**config.mk**
```make
export PLATFORM = sky130hd
export DESIGN_NAME = data_ram_ctrl
export DESIGN_NICKNAME = d
export VERILOG_FILES = /design/src/rtl/data_ram_ctrl_pkg.sv /design/src/rtl/data_ram_ctrl_load_align.sv /design/src/rtl/data_ram_ctrl.sv
export SDC_FILE = /design/constraint.sdc
export NUM_CORES = 1
export LEC_CHECK = 0
export ABC_AREA = 1
export CORE_MARGIN = 8
export CORE_UTILIZATION = 34
export DETAILED_ROUTE_END_ITERATION = 16
export GPL_ROUTABILITY_DRIVEN = 0
export PLACE_DENSITY_LB_ADDON = 0.08
export SLEW_MARGIN = 20
export SYNTH_ARGS = -nofsm -noshare
export SYNTH_HDL_FRONTEND = slang
export SYNTH_SLANG_ARGS = --single-unit
```
**constraint.sdc**
```tcl
create_clock -name clk -period 4.92 [get_ports clk]
set_input_delay 0.984 -clock clk [delete_from_list [all_inputs] [get_ports clk]]
set_output_delay 0.984 -clock clk [all_outputs]
set_load 0.01 [all_outputs]
```
**src/rtl/data_ram_ctrl_pkg.sv**
```systemverilog
// Shared definitions for the MA-stage data RAM controller: access sizes,
// byte-lane enable generation and the alignment rule.
package data_ram_ctrl_pkg;

  localparam logic [1:0] SZ_BYTE = 2'd0;
  localparam logic [1:0] SZ_HALF = 2'd1;
  localparam logic [1:0] SZ_WORD = 2'd2;

  function automatic logic [3:0] lane_en(input logic [1:0] size, input logic [1:0] off);
    logic [3:0] en;
    case (size)
      SZ_BYTE: en = 4'b0001 << off;
      SZ_HALF: en = off[1] ? 4'b1100 : 4'b0011;
      default: en = 4'b1111;
    endcase
    return en;
  endfunction

  // Size 3 is never a legal access and is treated like any other misalignment.
  function automatic logic misaligned(input logic [1:0] size, input logic [1:0] off);
    return ((size == SZ_HALF) && off[0]) ||
           ((size == SZ_WORD) && (off != 2'b00)) ||
           (size == 2'd3);
  endfunction

endpackage

```
**src/rtl/data_ram_ctrl_load_align.sv**
```systemverilog
// Combinational load alignment: picks a byte or half-word out of a RAM word by
// byte offset and zero- or sign-extends it to 32 bits.
module data_ram_ctrl_load_align
  import data_ram_ctrl_pkg::*;
(
  input  logic [31:0] word,
  input  logic [1:0]  off,
  input  logic [1:0]  size,
  input  logic        uns,
  output logic [31:0] data
);

  logic [7:0]  byte_sel;
  logic [15:0] half_sel;

  always_comb begin
    byte_sel = word[7:0];
    case (off)
      2'd0: byte_sel = word[7:0];
      2'd1: byte_sel = word[15:8];
      2'd2: byte_sel = word[23:16];
      2'd3: byte_sel = word[31:24];
      default: byte_sel = word[7:0];
    endcase
    half_sel = off[1] ? word[31:16] : word[15:0];
  end

  always_comb begin
    data = word;
    case (size)
      SZ_BYTE: data = {{24{~uns & byte_sel[7]}}, byte_sel};
      SZ_HALF: data = {{16{~uns & half_sel[15]}}, half_sel};
      default: data = word;
    endcase
  end

endmodule

```
**src/rtl/data_ram_ctrl.sv**
```systemverilog
// Data RAM port controller: per-port CPU/monitor arbitration with a bounded
// monitor wait, store lane building, load alignment and write-to-read forwarding.
module data_ram_ctrl
  import data_ram_ctrl_pkg::*;
#(
  parameter int DRWIDTH      = 12,
  parameter int MON_MAX_WAIT = 7
) (
  input  logic               clk,
  input  logic               rst_n,
  input  logic               cpu_re,
  input  logic               cpu_we,
  input  logic [31:0]        cpu_adr,
  input  logic [1:0]         cpu_size,
  input  logic               cpu_unsigned,
  input  logic [31:0]        cpu_wdata,
  output logic [31:0]        cpu_rdata,
  output logic               cpu_rvalid,
  output logic               cpu_stall,
  output logic               cpu_misalign,
  input  logic               mon_re,
  input  logic               mon_we,
  input  logic [DRWIDTH-1:0] mon_adr,
  input  logic [31:0]        mon_wdata,
  output logic               mon_gnt,
  output logic [31:0]        mon_rdata,
  output logic               mon_rvalid,
  output logic [DRWIDTH-1:0] ram_radr,
  output logic [DRWIDTH-1:0] ram_wadr,
  input  logic [31:0]        ram_rdata,
  output logic [31:0]        ram_wdata,
  output logic [3:0]         ram_wen
);

  localparam logic [3:0] MAX_WAIT = 4'(MON_MAX_WAIT);

  logic [DRWIDTH-1:0] cpu_word;
  logic [1:0]         cpu_off;
  logic               mis;
  logic               cpu_rd_req, cpu_wr_req, mon_req;
  logic               conflict, mon_force;
  logic               cpu_rd_go, cpu_wr_go, mon_rd_go, mon_wr_go;
  logic               rd_go, wr_go, fwd_hit;
  logic [3:0]         wait_cnt;
  logic [DRWIDTH-1:0] radr_q;
  logic [1:0]         off_q, size_q;
  logic               uns_q;
  logic [3:0]         fwd_wen_q;
  logic [31:0]        fwd_data_q;
  logic [31:0]        merged;
  logic               unused_adr;

  assign cpu_word   = cpu_adr[DRWIDTH+1:2];
  assign cpu_off    = cpu_adr[1:0];
  assign unused_adr = ^cpu_adr[31:DRWIDTH+2];

  assign mis        = (cpu_re | cpu_we) & misaligned(cpu_size, cpu_off);
  assign cpu_rd_req = cpu_re & ~mis;
  assign cpu_wr_req = cpu_we & ~mis;
  assign mon_req    = mon_re | mon_we;

  // Loads and stores occupy different RAM ports, so the monitor only collides
  // with the CPU when it needs the same port.
  assign conflict   = (mon_re & cpu_rd_req) | (mon_we & cpu_wr_req);
  assign mon_force  = conflict & (wait_cnt == MAX_WAIT);
  assign mon_gnt    = mon_req & (~conflict | mon_force);
  assign cpu_stall  = mon_force;

  assign cpu_rd_go  = cpu_rd_req & ~mon_force;
  assign cpu_wr_go  = cpu_wr_req & ~mon_force;
  assign mon_rd_go  = mon_re & mon_gnt;
  assign mon_wr_go  = mon_we & mon_gnt;
  assign rd_go      = cpu_rd_go | mon_rd_go;
  assign wr_go      = cpu_wr_go | mon_wr_go;

  always_comb begin
    ram_radr = radr_q;
    if (cpu_rd_go) begin
      ram_radr = cpu_word;
    end else if (mon_rd_go) begin
      ram_radr = mon_adr;
    end
  end

  always_comb begin
    ram_wadr  = cpu_word;
    ram_wen   = 4'b0000;
    ram_wdata = cpu_wdata;
    if (cpu_wr_go) begin
      ram_wen = lane_en(cpu_size, cpu_off);
      case (cpu_size)
        SZ_BYTE: ram_wdata = {4{cpu_wdata[7:0]}};
        SZ_HALF: ram_wdata = {2{cpu_wdata[15:0]}};
        default: ram_wdata = cpu_wdata;
      endcase
    end else if (mon_wr_go) begin
      ram_wadr  = mon_adr;
      ram_wen   = 4'b1111;
      ram_wdata = mon_wdata;
    end
  end

  // Same-word write and read in one cycle: remember the written lanes so the
  // returned word never depends on the RAM's collision behaviour.
  assign fwd_hit = rd_go & wr_go & (ram_wadr == ram_radr);

  always_ff @(posedge clk or negedge rst_n) begin
    if (!rst_n) begin
      radr_q       <= '0;
      off_q        <= 2'b00;
      size_q       <= SZ_WORD;
      uns_q        <= 1'b0;
      cpu_rvalid   <= 1'b0;
      mon_rvalid   <= 1'b0;
      cpu_misalign <= 1'b0;
      fwd_wen_q    <= 4'b0000;
      fwd_data_q   <= '0;
      wait_cnt     <= 4'd0;
    end else begin
      radr_q       <= ram_radr;
      cpu_rvalid   <= cpu_rd_go;
      mon_rvalid   <= mon_rd_go;
      cpu_misalign <= mis;
      if (cpu_rd_go) begin
        off_q  <= cpu_off;
        size_q <= cpu_size;
        uns_q  <= cpu_unsigned;
      end
      fwd_wen_q <= fwd_hit ? ram_wen : 4'b0000;
      if (fwd_hit) begin
        fwd_data_q <= ram_wdata;
      end
      if (mon_gnt || !mon_req) begin
        wait_cnt <= 4'd0;
      end else if (conflict) begin
        wait_cnt <= wait_cnt + 4'd1;
      end
    end
  end

  always_comb begin
    merged = ram_rdata;
    for (int i = 0; i < 4; i++) begin
      if (fwd_wen_q[i]) begin
        merged[8*i +: 8] = fwd_data_q[8*i +: 8];
      end
    end
  end

  assign mon_rdata = merged;

  data_ram_ctrl_load_align u_load_align (
    .word (merged),
    .off  (off_q),
    .size (size_q),
    .uns  (uns_q),
    .data (cpu_rdata)
  );

endmodule

```
==> impl_metrics.csv <==
group,metric,value,unit
pwr,combPwrFrac,43.5,%
global_routing,grt_max_degree,61,
pwr,power_frac_seq,24.8,%
global_routing,grt_usage,23.5,%
sta,period_minus_slack,4740,ps
sta,fin_skew,4.18,ps
sta,post-route-period-util,96.3,%
clock_tree,htreeDepth,3,
worst_setup_path,path_max_fanout,11,
pwr,sw_frac_of_total,33.4,%
drt,routed_wl,23.4,mm
die,pin_count,278,
synth,syn_inst,892,
synth,syn_avg_cell_area,5.80,sq um
worst_setup_path,slowest_delay,630,ps
drt,drtPass1Iterations,5,
clock_tree,cts_num_sinks,60,
clock_tree,cts_tree,"built",
synth,yosysMostFrequentCell,"nand2_1",
clock_tree,cts_buffers,9,
cells_and_area,drive_gt1_share,6.53,%
drt,dr_total_vias,6698,
drt,remaining_drc_errors,0,
sta,worstMarginPinSlew,792,ps
placed_design,pre_cts_ws,-18.4,ps
sta,fmax,211,MHz
cells_and_area,fin_nets,1293,
synth,yosysTopAreaCell,"dfrtp_1",
synth,syn_nets,1042,
drt,wire_per_inst,17.5,um
placed_design,portBuffers,259,
pwr,pwr-share-clk,31.7,%
synth,synth_ff_type,"dfrtp_1",
worst_setup_path,crit_path_top_delay_cell,"clkdlybuf4s50_1",
worst_setup_path,worst-endpoint-arrival,3760,ps
cells_and_area,post-route-util,55.6,%
synth,synthTopCellsByCount,"nand2_1 (391), nand3_1 (118), inv_1 (102)",
synth,synth_area_leaders,"dfrtp_1 (29%), nand2_1 (28%), nand3_1 (11%)",
cells_and_area,area_delta_synth_final,61.3,%
placed_design,dp_hpwl,18.8,mm
die,start_util,34.4,%
sta,finalHoldViolCount,0,
pwr,vdd.ir_drop.worst,0.166,mV
synth,ys_ff_latch,60,
min_path,holdPathStages,2,
worst_setup_path,crit_top_cell,"nand2_2",
global_routing,antenna_found_initial,1,
global_routing,first_global_vias,6477,
pwr,p_leak,4.26,nW
worst_setup_path,r2r_cells,17,
min_path,hold_class,"flop to flop",
drt,vias_per_cell,5.01,
sta,rsz0062_at_grt,"false",
die,num_rows,45,
synth,synth_edf_count,0,
cells_and_area,antennaDiodeCount,0,
run,maxCapViolCount,0,
synth,syn_area,0.00518,sq mm
clock_tree,clock_latency,330,ps
die,die_w,139,um
clock_tree,clockBufferDepth,2,
pwr,power.internal,0.00149,W
worst_setup_path,critPathKind,"primary input to output port",
worst_setup_path,crit_chain,"clkdlybuf4s50_1 > nand2_1 > nand2_2 > nand3_4 > nand3_2 > nand2_2 > nand2_4 > nand2_2 > nand2_2 > clkinvlp_2 > a21oi_1 > clkdlybuf4s50_1",
worst_setup_path,cp-end-kind,"output port",
run_status,status,"finished, final reports clean",
clock_tree,root_buffer,"clkbuf_16",
sta,slew_violations,0,
pwr,p_sw,0.000744,W
synth,ys_warn_count,0,
synth,netlist-cell-type-count,33,
pwr,power_density,267,mW/mm^2
drt,ant_nets,0,
synth,synth_top_area_share,28.5,%
worst_setup_path,startpoint_type,"primary input",
global_routing,grt_first_pass_wirelength,36.3,mm
drt,drtIter0Drc,365,
die,die-height,139,um
clock_tree,clk_pin_slew_worst_paths,50,ps
sta,slew_headroom,47.2,%
sta,setup_viol,0,
global_routing,gr-total-overflow,0,
synth,async_reset_ff_share,100,%
sta,setup_slack,180,ps
die,coreArea,0.0150,sq mm
die,dieArea,0.0194,sq mm
worst_setup_path,cp.required,3940,ps
synth,ys_seq_area_share,29.0,%
-- power by group through the flow --
stage	logic [W]	registers (W)	clock network [W]
3_5_place_dp	0.000964	0.000560	0
5_1_grt	0.00106	0.000557	0.000745
2_1_floorplan	0.000439	0.000546	0
3_3_place_gp	0.000963	0.000560	0
4_1_cts	0.000969	0.000552	0.000723
6_report	0.000970	0.000553	0.000708
-- critical path: cells and delay by family --
| family | cells | cell delay [ps] |
|---|---|---|
| buffers and inverters | 3 | 1500 |
| AOI/OAI and AO/OA | 1 | 260 |
| and+or+nand+nor | 8 | 1000 |
-- layer usage --
metal,GRT usage (%),wire length (um),up-vias,part of all wire [%]
met5,0,9,-,0.039
met2,40.9,11400,264,49
met4,6.82,629,2,2.7
li1,-,-,3358,-
met1,27.0,9380,3036,40
met3,7.69,1930,38,8.3
-- flip-flops by register name (all words and copies together) (netlist names) --
name / flops
cpu_rvalid: 1
uns_q: 1
size_q: 2
cpu_misalign: 1
off_q: 2
fwd_data_q: 32
wait_cnt: 4
radr_q: 12
fwd_wen_q: 4
mon_rvalid: 1
-- per-stage QoR --
stage / instance area (sq um) / TNS (ps) / hold WS [ps] / total power (W) / cells
after floorplan: 5180 / 0 / 433 / 0.000984 / 892
after global placement: 7960 / 0 / 456 / 0.00152 / 1316
after detailed placement: 7960 / -49.5 / 457 / 0.00152 / 1316
after CTS: 8300 / 0 / 468 / 0.00224 / 1332
after global routing: 8350 / 0 / 483 / 0.00236 / 1336
final: 8350 / 0 / 464 / 0.00223 / 1336
-- layout make-up --
class / count / area [sq um]
Timing Repair Buffer: 286 / 2800
Timing Repair inverter: 1 / 5.00
Fill cell: 1556 / 6680
Clock buffer: 13 / 270
Sequential cell: 60 / 1500
Tap cell: 188 / 235
Clock inverter: 3 / 67.6
Multi-Input combinational cell: 675 / 3060
Inverter: 110 / 417
-- kinds of logic (layout without fill, tap and decap cells) --
logic type                 Yosys count  count (layout)  synth area share (%)
and+or+nand+nor                    558             558                  45.3
buffers and inverters              157             413                  12.2
AOI/OAI and AO/OA                  115             115                  13.1
DFF                                 60              60                  29.0
adders and majority gates            1               1                 0.242
xor gates and xnor gates             1               1                 0.169
-- final timing paths --
path / from / slack [ps] / to
worst min register to register: fwd_data_q[26]$_DFFE_PN0P_ / 460 / fwd_data_q[26]$_DFFE_PN0P_
min in group asynchronous: rst_n / 820 / radr_q[1]$_DFF_PN0_
max in group asynchronous: rst_n / 3570 / fwd_data_q[19]$_DFFE_PN0P_
worst max register to register: wait_cnt[0]$_DFFE_PN0P_ / 1920 / fwd_data_q[11]$_DFFE_PN0P_
worst min-delay path: fwd_data_q[26]$_DFFE_PN0P_ / 460 / fwd_data_q[26]$_DFFE_PN0P_
worst max-delay path: cpu_adr[0] / 180 / ram_wen[0]
-- timing repair --
action	CTS	global route
endpoints found under the setup margin	4	27
buffers inserted	0	3
resized for setup	1	6
cloned	0	1
hold buffers	0	0
-- cell usage in the layout (no fill, tap or decap), types with 9 or more instances in the layout --
cell | netlist | final
o21ai_0 | 59 | 59
o211ai_1 | 12 | 12
nand3_1 | 118 | 118
clkbuf_16 | 0 | 9
nand2_1 | 391 | 390
clkdlybuf4s50_1 | 0 | 256
buf_4 | 1 | 27
a21oi_1 | 19 | 19
o221ai_1 | 12 | 10
inv_1 | 102 | 101
dfrtp_1 | 59 | 59
nor2_1 | 28 | 27
Note: power is estimated with default switching activity, not from simulation.
